===== config.mk =====
export PLATFORM = sky130hd
export DESIGN_NAME = unstripe_ctrl
export DESIGN_NICKNAME = d
export VERILOG_FILES = /design/src/rtl/unstripe_ctrl.sv
export SDC_FILE = /design/constraint.sdc
export NUM_CORES = 1
export LEC_CHECK = 0
export CORE_UTILIZATION = 43
export DETAILED_ROUTE_END_ITERATION = 12
export PLACE_DENSITY_LB_ADDON = 0.15
export SYNTH_ARGS = -nofsm -noshare
export SYNTH_HDL_FRONTEND = slang
export SYNTH_SLANG_ARGS = --single-unit

===== constraint.sdc =====
create_clock -name clk_2f -period 3.4 [get_ports clk_2f]
set_input_delay 0.34 -clock clk_2f [delete_from_list [all_inputs] [get_ports clk_2f]]
set_output_delay 0.34 -clock clk_2f [all_outputs]
set_load 0.05 [all_outputs]

===== src/rtl/unstripe_ctrl.sv =====
// Two-lane unstriper: aligns lane_0/lane_1 valids, then emits words alternating lanes at 2x rate.
// Latency 1 cycle in RUN; no backpressure, lane misalignment is counted and forces realignment.
module unstripe_ctrl #(
  parameter logic        START_LANE = 1'b0,
  parameter int unsigned ALIGN_CNT  = 4
) (
  input  logic        clk_2f,
  input  logic        reset,
  input  logic [31:0] lane_0,
  input  logic [31:0] lane_1,
  input  logic        valid_0,
  input  logic        valid_1,
  output logic [31:0] data_out,
  output logic        valid_out,
  output logic        sel,
  output logic [1:0]  state,
  output logic [7:0]  err_cnt
);

  typedef enum logic [1:0] {
    S_IDLE  = 2'd0,
    S_ALIGN = 2'd1,
    S_RUN   = 2'd2,
    S_ERR   = 2'd3
  } state_e;

  localparam logic [3:0] ALIGN_CNT_L = 4'(ALIGN_CNT);

  state_e      state_q, state_d;
  logic [3:0]  cnt_q, cnt_d;
  logic        sel_q, sel_d;
  logic [31:0] data_q, data_d;
  logic        vld_q, vld_d;
  logic [7:0]  err_q, err_d;

  logic both_vld, mism_vld;
  assign both_vld = valid_0 & valid_1;
  assign mism_vld = valid_0 ^ valid_1;

  always_comb begin
    state_d = state_q;
    cnt_d   = cnt_q;
    sel_d   = START_LANE;
    data_d  = data_q;
    vld_d   = 1'b0;
    err_d   = err_q;
    case (state_q)
      S_IDLE: begin
        if (both_vld) begin
          state_d = S_ALIGN;
          cnt_d   = 4'd1;
        end
      end
      S_ALIGN: begin
        // Once the streak has reached the target, RUN follows regardless of this cycle's valids.
        if (cnt_q == ALIGN_CNT_L) begin
          state_d = S_RUN;
          cnt_d   = 4'd0;
        end else if (both_vld) begin
          cnt_d = cnt_q + 4'd1;
        end else if (mism_vld) begin
          cnt_d = 4'd0;
        end else begin
          state_d = S_IDLE;
          cnt_d   = 4'd0;
        end
      end
      S_RUN: begin
        if (both_vld) begin
          data_d = sel_q ? lane_1 : lane_0;
          vld_d  = 1'b1;
          sel_d  = ~sel_q;
        end else if (mism_vld) begin
          state_d = S_ERR;
          err_d   = (err_q == 8'hFF) ? err_q : err_q + 8'd1;
        end else begin
          state_d = S_IDLE;
        end
      end
      S_ERR: begin
        state_d = S_ALIGN;
        cnt_d   = 4'd0;
      end
      default: begin
        state_d = S_IDLE;
        cnt_d   = 4'd0;
      end
    endcase
  end

  always_ff @(posedge clk_2f) begin
    if (reset) begin
      state_q <= S_IDLE;
      cnt_q   <= 4'd0;
      sel_q   <= START_LANE;
      data_q  <= 32'd0;
      vld_q   <= 1'b0;
      err_q   <= 8'd0;
    end else begin
      state_q <= state_d;
      cnt_q   <= cnt_d;
      sel_q   <= sel_d;
      data_q  <= data_d;
      vld_q   <= vld_d;
      err_q   <= err_d;
    end
  end

  assign data_out  = data_q;
  assign valid_out = vld_q;
  assign sel       = sel_q;
  assign state     = state_q;
  assign err_cnt   = err_q;

endmodule


# Yosys cells after proc, flatten, opt, wreduce, memory -nomap -nowiden
# Index checks and enable logic that the tools add are counted.
# totals
regBits	48
out_inout_bits	44
word_cells	44
# op_classes
add_sub_neg	2
eq_ne	9
muxes	13
n_bitwise	6
reduce_logical	8
# ops
operator	n
$mux W32	1
$mux W2	6
$mux W4	3
$pmux W4 S3	1
$add A8 B1 Y8 const B	1
$eq A8 B8 Y1 const B	1
$pmux W2 S4	1
$reduce_and A4 Y1	2
$ne A3 B3 Y1 const B	2
$add A4 B1 Y4 const B	1
$eq A2 B2 Y1 const B	2
$eq A4 B3 Y1 const B	1
$ne A2 B2 Y1 const B	2
$not A1 Y1	4
$reduce_and A2 Y1	2
$reduce_bool A3 Y1	1
$reduce_or A3 Y1	1
$eq A2 B1 Y1 const B	1
$logic_not A2 Y1	1
$reduce_or A2 Y1	1
$and A1 B1 Y1	1
$mux W1	1
$xor A1 B1 Y1	1

# Logic depth before layout (Yosys ltp)
# logic_depth
depth_word	5
depth_mapped	7
depth_no_buf	6

# Worst setup path before layout
# Ideal clock, no wire load.
# synth_timing
kind	register to register
start	reg state_q[0] (netlist: state[0])
end	reg err_q[6] (netlist: err_cnt[6])
setup_time_ns	0.128
t_arrival_ns	1.734
t_required_ns	3.272
slack_ns	1.538
stages_incl_launch_ff	8
synth_period_minus_slack_ns	1.862
path_cell_list	dfxtp_1 inv_1 ha_1 and3b_1 buf_6 nand4_1 mux2i_1 nor2_1
# synth_via
elab_chain_len	2
# synth_rtl
element	line_no	source
from (decl)	29	state_e state_q, state_d;
from (signal assigned)	100	state_q <= state_d;
$eq A2 B2 Y1	47	case (state_q)
$reduce_and A4 Y1 (no source line)	n/a	
to (signal assigned)	105	err_q <= err_d;
to (decl)	34	logic [7:0] err_q, err_d;
# No other way between the ends.
# A chain may end at the register's enable or synchronous reset.

# Worst setup path after layout
# layout_timing
start	reg state_q[0] (netlist: state[0])
end	reg data_q[7] (netlist: data_out[7])
# layout_via
elab_chain_len	2
# layout_rtl
element	line_no	source
$eq A2 B2 Y1	47	
$reduce_and A2 Y1 (no source line)	n/a	
to (signal assigned)	103	data_q <= data_d;
to (decl)	32	logic [31:0] data_q, data_d;
# No other way between the ends.

==> results.md <==
- Remaining DRCs: 0
- Register area share after synthesis: ~40%
- Max FO, Critical Path: 24
- Starting density of the core: 45.9%
- Yosys top cell area share: 39.7%
- Row cnt: 26
- Antenna cells: 0
- Ys flop type: dfxtp_1
- Global-route wire length before repair: roughly 9000 µm
- Fin Setup TNS: 0 ns
- Post_cts resized: 0
- Number of setup buffers added after CTS: 0
- Core ar.: 5270 µm²
- Final hold vios: 0
- DR vias: 2084
- Yosys reg bits: between 40 and 50
- Worst EP arrival: 2.17 ns
- Crit path max-delay family: simple AND/OR/NAND/NOR gates
- Initial DRC count: 57
- Cell count of the worst hold path: 2
- Worst Path Buf+Inv: 2
- Cells after synthesis: 240
- Clock skew: 0.00209 ns
- Synthesized net count: 316
- Worst-Skew Late Latency: 0.29 ns
- Status: finished clean
- Clk slew on worst S/H paths: 0.08 ns
- CTS tree: yes
- Post-Syn Area: between 2000 and 2500 µm²
- Synthesis Warnings: 0
- Hold WS: slightly below 0.5 ns
- Maxcap violations: 0
- Number of nets with antenna violations after routing: 0
- Cells along the critical path: inv_1 -> ha_1 -> and2_2 -> buf_4 -> nor2_1 -> a211oi_1
- Width of the die: 77.0 µm
- Final Util: ~69%
- LEAKAGE: 1.23 nW
- Layout cells sized above 1: 11.0%
- Cell Pwr Density: 316 nW/µm²
- Count leader, synth: dfxtp_1
- # fillers: 430
- Period minus WS final: roughly 2.0 ns
- H-tree depth: 2
- Async set or reset register ratio after synthesis: 0%
- CP Data Required Time: between 3 and 4 ns
- Cell count after placement: a little over 400
- Initial antenna violation count: 0
- Vias in the first global route: between 1500 and 2000
- Post-synth top cells: 48 x dfxtp_1, 42 x nor2_1, 34 x mux2i_1
- Worst Setup End Kind: flop
- TritonRoute pass-1 iters: 4
- Clock Path Buffers: 2
- Vias/cell: 5.01
- Port bufs: 111
- Ranking of synthesized cells by area: dfxtp_1 40%, mux2i_1 14%, a211oi_2 8.3%
- Pin count of the biggest net entering global routing: 38
- Design Power: 1.15 mW
- Worst IR Drop VDD: 0.000196 V
- Grt total ovfl: 0
- Area grow syn2layout: 51.1%
- Yosys cell types: 39
- Critical Path Max Stage Delay: 0.48 ns
- Clock sinks: between 40 and 50
- Die Area: approximately 6000 µm²
- Finished Layout Cells: 416
- Leading area contributor after synthesis: dfxtp_1
- Worst Tran Pin Value: 0.838 ns
- Post-synth EDFFs: 0
- Aggregate global-route resource usage: around 18%
- CP startpoint kind: flop
- Crit Path Class: flop to flop
- Final worst path period share: between 50 and 60%
- Post-DP HPWL: 4050 µm
- Layout Nets: 421
- Hold_buf cts: 0
- Clock root buffer: clkbuf_8
- Fmax: 0.510 GHz
- Routability cong.: 0.752
- Final setup vio count: 0
- Min-Delay Path Class: flop to flop
- Final wirelength: 5320 µm
- Total CTS buffers: 5
- Cells on worst reg2reg path: 6
- Cell depth of the worst setup path: 6
- RSZ-0062 raised after global routing: no
- Slew Viols, Final: 0
- Slowest-stage cell, CP: and2_2
- Drt wl/cell: 12.8 µm
- Max transition margin: about 44%
- Die height: approximately 77 µm
- Top Ports: 112
- Avg Cell Area, Syn: 10.1 µm²
==> sequential cells by signal, indices dropped and copies added (netlist names) <==
name / count
state: 2
sel: 1
err_cnt: 8
cnt_q: 4
valid_out: 1
data_out: 32
==> worst reg2reg max path, delay by kind of cell, from the launching register on <==
family,cells,cell delay [ns]
simple gates,2,0.55
fa+ha+maj,1,0.33
flops,1,0.35
buf+inv,2,0.45
compound gates,1,0.21
==> per-stage QoR <==
stage	setup slack (ns)	area, µm²
after floorplan	1.54	2420
after global placement	1.19	3530
after detailed placement	1.12	3530
after CTS	1.41	3660
after global routing	1.26	3660
final	1.44	3660
==> kinds of logic (layout without fill, tap and decap cells) <==
kind of cell | after synthesis | in the layout | share of synthesized area [%]
and+or+nand+nor | 66 | 66 | 13.4
AOI/OAI and AO/OA | 55 | 55 | 20.9
DFF | 48 | 48 | 39.7
muxes | 34 | 34 | 14.1
buffers and inverters | 24 | 130 | 5.89
adders and majority gates | 8 | 8 | 4.14
xor gates and xnor gates | 5 | 5 | 1.81
==> path summary, 6_finish.rpt <==
| check | start | endpoint | slack [ns] |
|---|---|---|---|
| max | state[0] | data_out[7] | 1.44 |
| min | cnt_q[3] | cnt_q[3] | 0.49 |
| max reg2reg | state[0] | data_out[7] | 1.44 |
| min reg2reg | cnt_q[3] | cnt_q[3] | 0.49 |
==> power breakdown <==
group	switching (mW)	internal, mW
Clock	0.176	0.259
Combinational	0.0579	0.0914
Sequential	0.00357	0.565
==> layer usage <==
layer  global-route usage (%)  part of all wire [%]  up-vias
met5                        0                     0        -
li1                         -                     -     1083
met3                     5.36                   8.1        7
met4                     5.66                   1.2        0
met1                     22.2                    44      919
met2                     30.9                    47       75
==> final cells by class <==
| type | count | area, µm² | share of cell area (%) |
|---|---|---|---|
| Clock inverter | 1 | 30.0 | 0.821 |
| Tap cell | 70 | 87.6 | 2.40 |
| Timing Repair Buffer | 115 | 1140 | 31.1 |
| Inverter | 7 | 26.3 | 0.719 |
| Clock buffer | 7 | 96.3 | 2.64 |
| Multi-Input combinational cell | 168 | 1320 | 36.0 |
| Sequential cell | 48 | 962 | 26.3 |
==> cell usage in the layout, fill, tap and decap left out, types with 2 or more instances in the layout <==
cell             instances
nand3_1                  3
inv_1                    7
dfxtp_1                 47
clkbuf_8                 7
a211oi_2                16
a211oi_1                19
nand2_1                  5
a21oi_1                  5
o2111ai_1                2
nor2_1                  42
o211ai_1                 3
buf_4                    4
mux2i_1                 34
ha_1                     8
o21a_1                   2
and3_1                   3
nor3_1                   2
clkdlybuf4s50_1        110
xor2_1                   5
(Power assumes the default switching activity.)
==> RTL change: new RTL, same flow settings <==
Change the parameter `START_LANE` from 1'b0 to 1'b1.
--- a/src/rtl/unstripe_ctrl.sv
+++ b/src/rtl/unstripe_ctrl.sv
@@ -2,5 +2,5 @@
 // Latency 1 cycle in RUN; no backpressure, lane misalignment is counted and forces realignment.
 module unstripe_ctrl #(
-  parameter logic        START_LANE = 1'b0,
+  parameter logic        START_LANE = 1'b1,
   parameter int unsigned ALIGN_CNT  = 4
 ) (
Check against the original RTL: not equivalent (Yosys sat finds a counterexample within 4 cycles, from zero or initial values and one cycle with reset high).
==> RTL change against the unedited design <==
Area after synthesis is 2.4% lower; non-clock buffer count is 1 lower; critical endpoint is now err_cnt[3]; worst setup slack better by 39 ps; clock skew is 2.5 ps higher; sequential cell count stayed put; design area is 1.7% lower; total power is 3.3% lower; wire length is 2.5% higher.
==> RTL change: results (changes against the unedited design) <==
Global route
  – First-pass GRT wire length: 8790 um (-0.24%)
  – GRT Total Usage: 18.64% (+0.38 points)

Finish
  – # fillers: 432 (+0.47%)
  – Fraction of layout cells with a size suffix above 1: 8.721% (-2.3 points)
  – Post-route insts no fill: 414 (-0.48%)
  – Multi-input gate area: 1280 um^2 (-2.8%)

Timing
  – Min Hold Slack: 495.6 ps (+3.420 ps)
  – Setup Skew: 4.578 ps (+2.483 ps)
  – Worst-Margin Slew: 938.4 ps (+100.2 ps)
  – Tcrit/Tclk final: 56.58% (-1.1 points)

Pwr
  – Peak VDD IR: 0.0002414 V (+23%)
  – Leak: 1.480 nW (+20%)

Critical path
  – Critical Path End: err_cnt[3]
  – Crit-path max FO: 6 (-75%)
  – Reg-to-reg endpoint: data_out[31]
  – Worst path max stage delay: 850 ps (+370 ps)
  – WP data arrival: 1580 ps (-590 ps)
  – Critical path's top delay family: buffers and inverters
  – CP Launch Point: err_cnt[3]
  – Worst R2R Setup Slack: 1520 ps (+80 ps)
  – Slowest library cell on the worst path: clkdlybuf4s50_1

Drt
  – DRT iter0 DRCs: 65 (+14%)
  – Vias: 2079 (-0.24%)
  – Post-DR wirelength/cell: 13.16 um (+3.0%)

Logic synthesis
  – Synth area leaders: dfxtp_1 (41%), mux2i_1 (14%), a211oi_1 (7.6%)
  – Mapped Avg Cell Area: 9.879 um^2 (-2.0%)
  – Top cells by count, synth: dfxtp_1 (48), nor2_1 (41), mux2i_1 (34), a211oi_1 (24), a211oi_2 (11)
  – Register area share after synthesis: 40.70% (+0.99 points)

Place
  – DP Area: 3485 um^2 (-1.3%)
  – Routability cong.: 0.8141 (+8.2%)
  – DP Wirelength: 4046 um (-0.15%)

Status
  – Status: finished, final reports clean
[RTL change: changes by cell type in the layout (fill, tap and decap cells not counted), sizes merged]
cell | unedited run | this run
clkbuf | 7 | 6
nor2 | 42 | 41
buf | 5 | 4
nor3 | 2 | 1
and2 | 2 | 3
clkinv | 0 | 1
[RTL change: final cells by class]
class	instances	share of cell area (%)
sequential	48	26.79
clock buffer	6	2.020
timing repair buffer	114	31.42
multi-input combinational	167	35.63
tap	70	2.438
inverter	7	0.7315
clock inverter	2	0.9753
[RTL change: cells by family (layout without fill, tap and decap cells)]
logic type / Yosys count / after routing / synth area share, %
simple gates: 65 / 65 / 13.30
compound gates: 55 / 55 / 20.35
flops: 48 / 48 / 40.70
mux: 34 / 34 / 14.41
buf+inv: 24 / 129 / 5.140
fa+ha+maj: 8 / 8 / 4.240
xor+xnor: 5 / 5 / 1.855
[RTL change: how the worst min path moves through the flow]
stage	endpoint	depth (start not counted)
global route	data_out[15]	2
floorplan	cnt_q[3]	2
CTS	cnt_q[3]	2
global placement	cnt_q[3]	2
finish	cnt_q[3]	2
detailed placement	cnt_q[3]	2
[RTL change: metal layers]
layer | wire, um | vias up | GRT usage (%)
li1 | - | 1072 | -
met1 | 2398 | 930 | 21.77
met2 | 2639 | 68 | 33.18
met3 | 317 | 9 | 4.072
met4 | 91 | 0 | 7.115
met5 | 0 | - | 0
[RTL change: power breakdown]
part / switching, mW / leakage [nW] / internal, mW / total, mW
registers: 0.00394 / 0.386 / 0.565 / 0.569
clock network: 0.178 / 0.0552 / 0.218 / 0.397
logic: 0.0579 / 1.04 / 0.0912 / 0.149
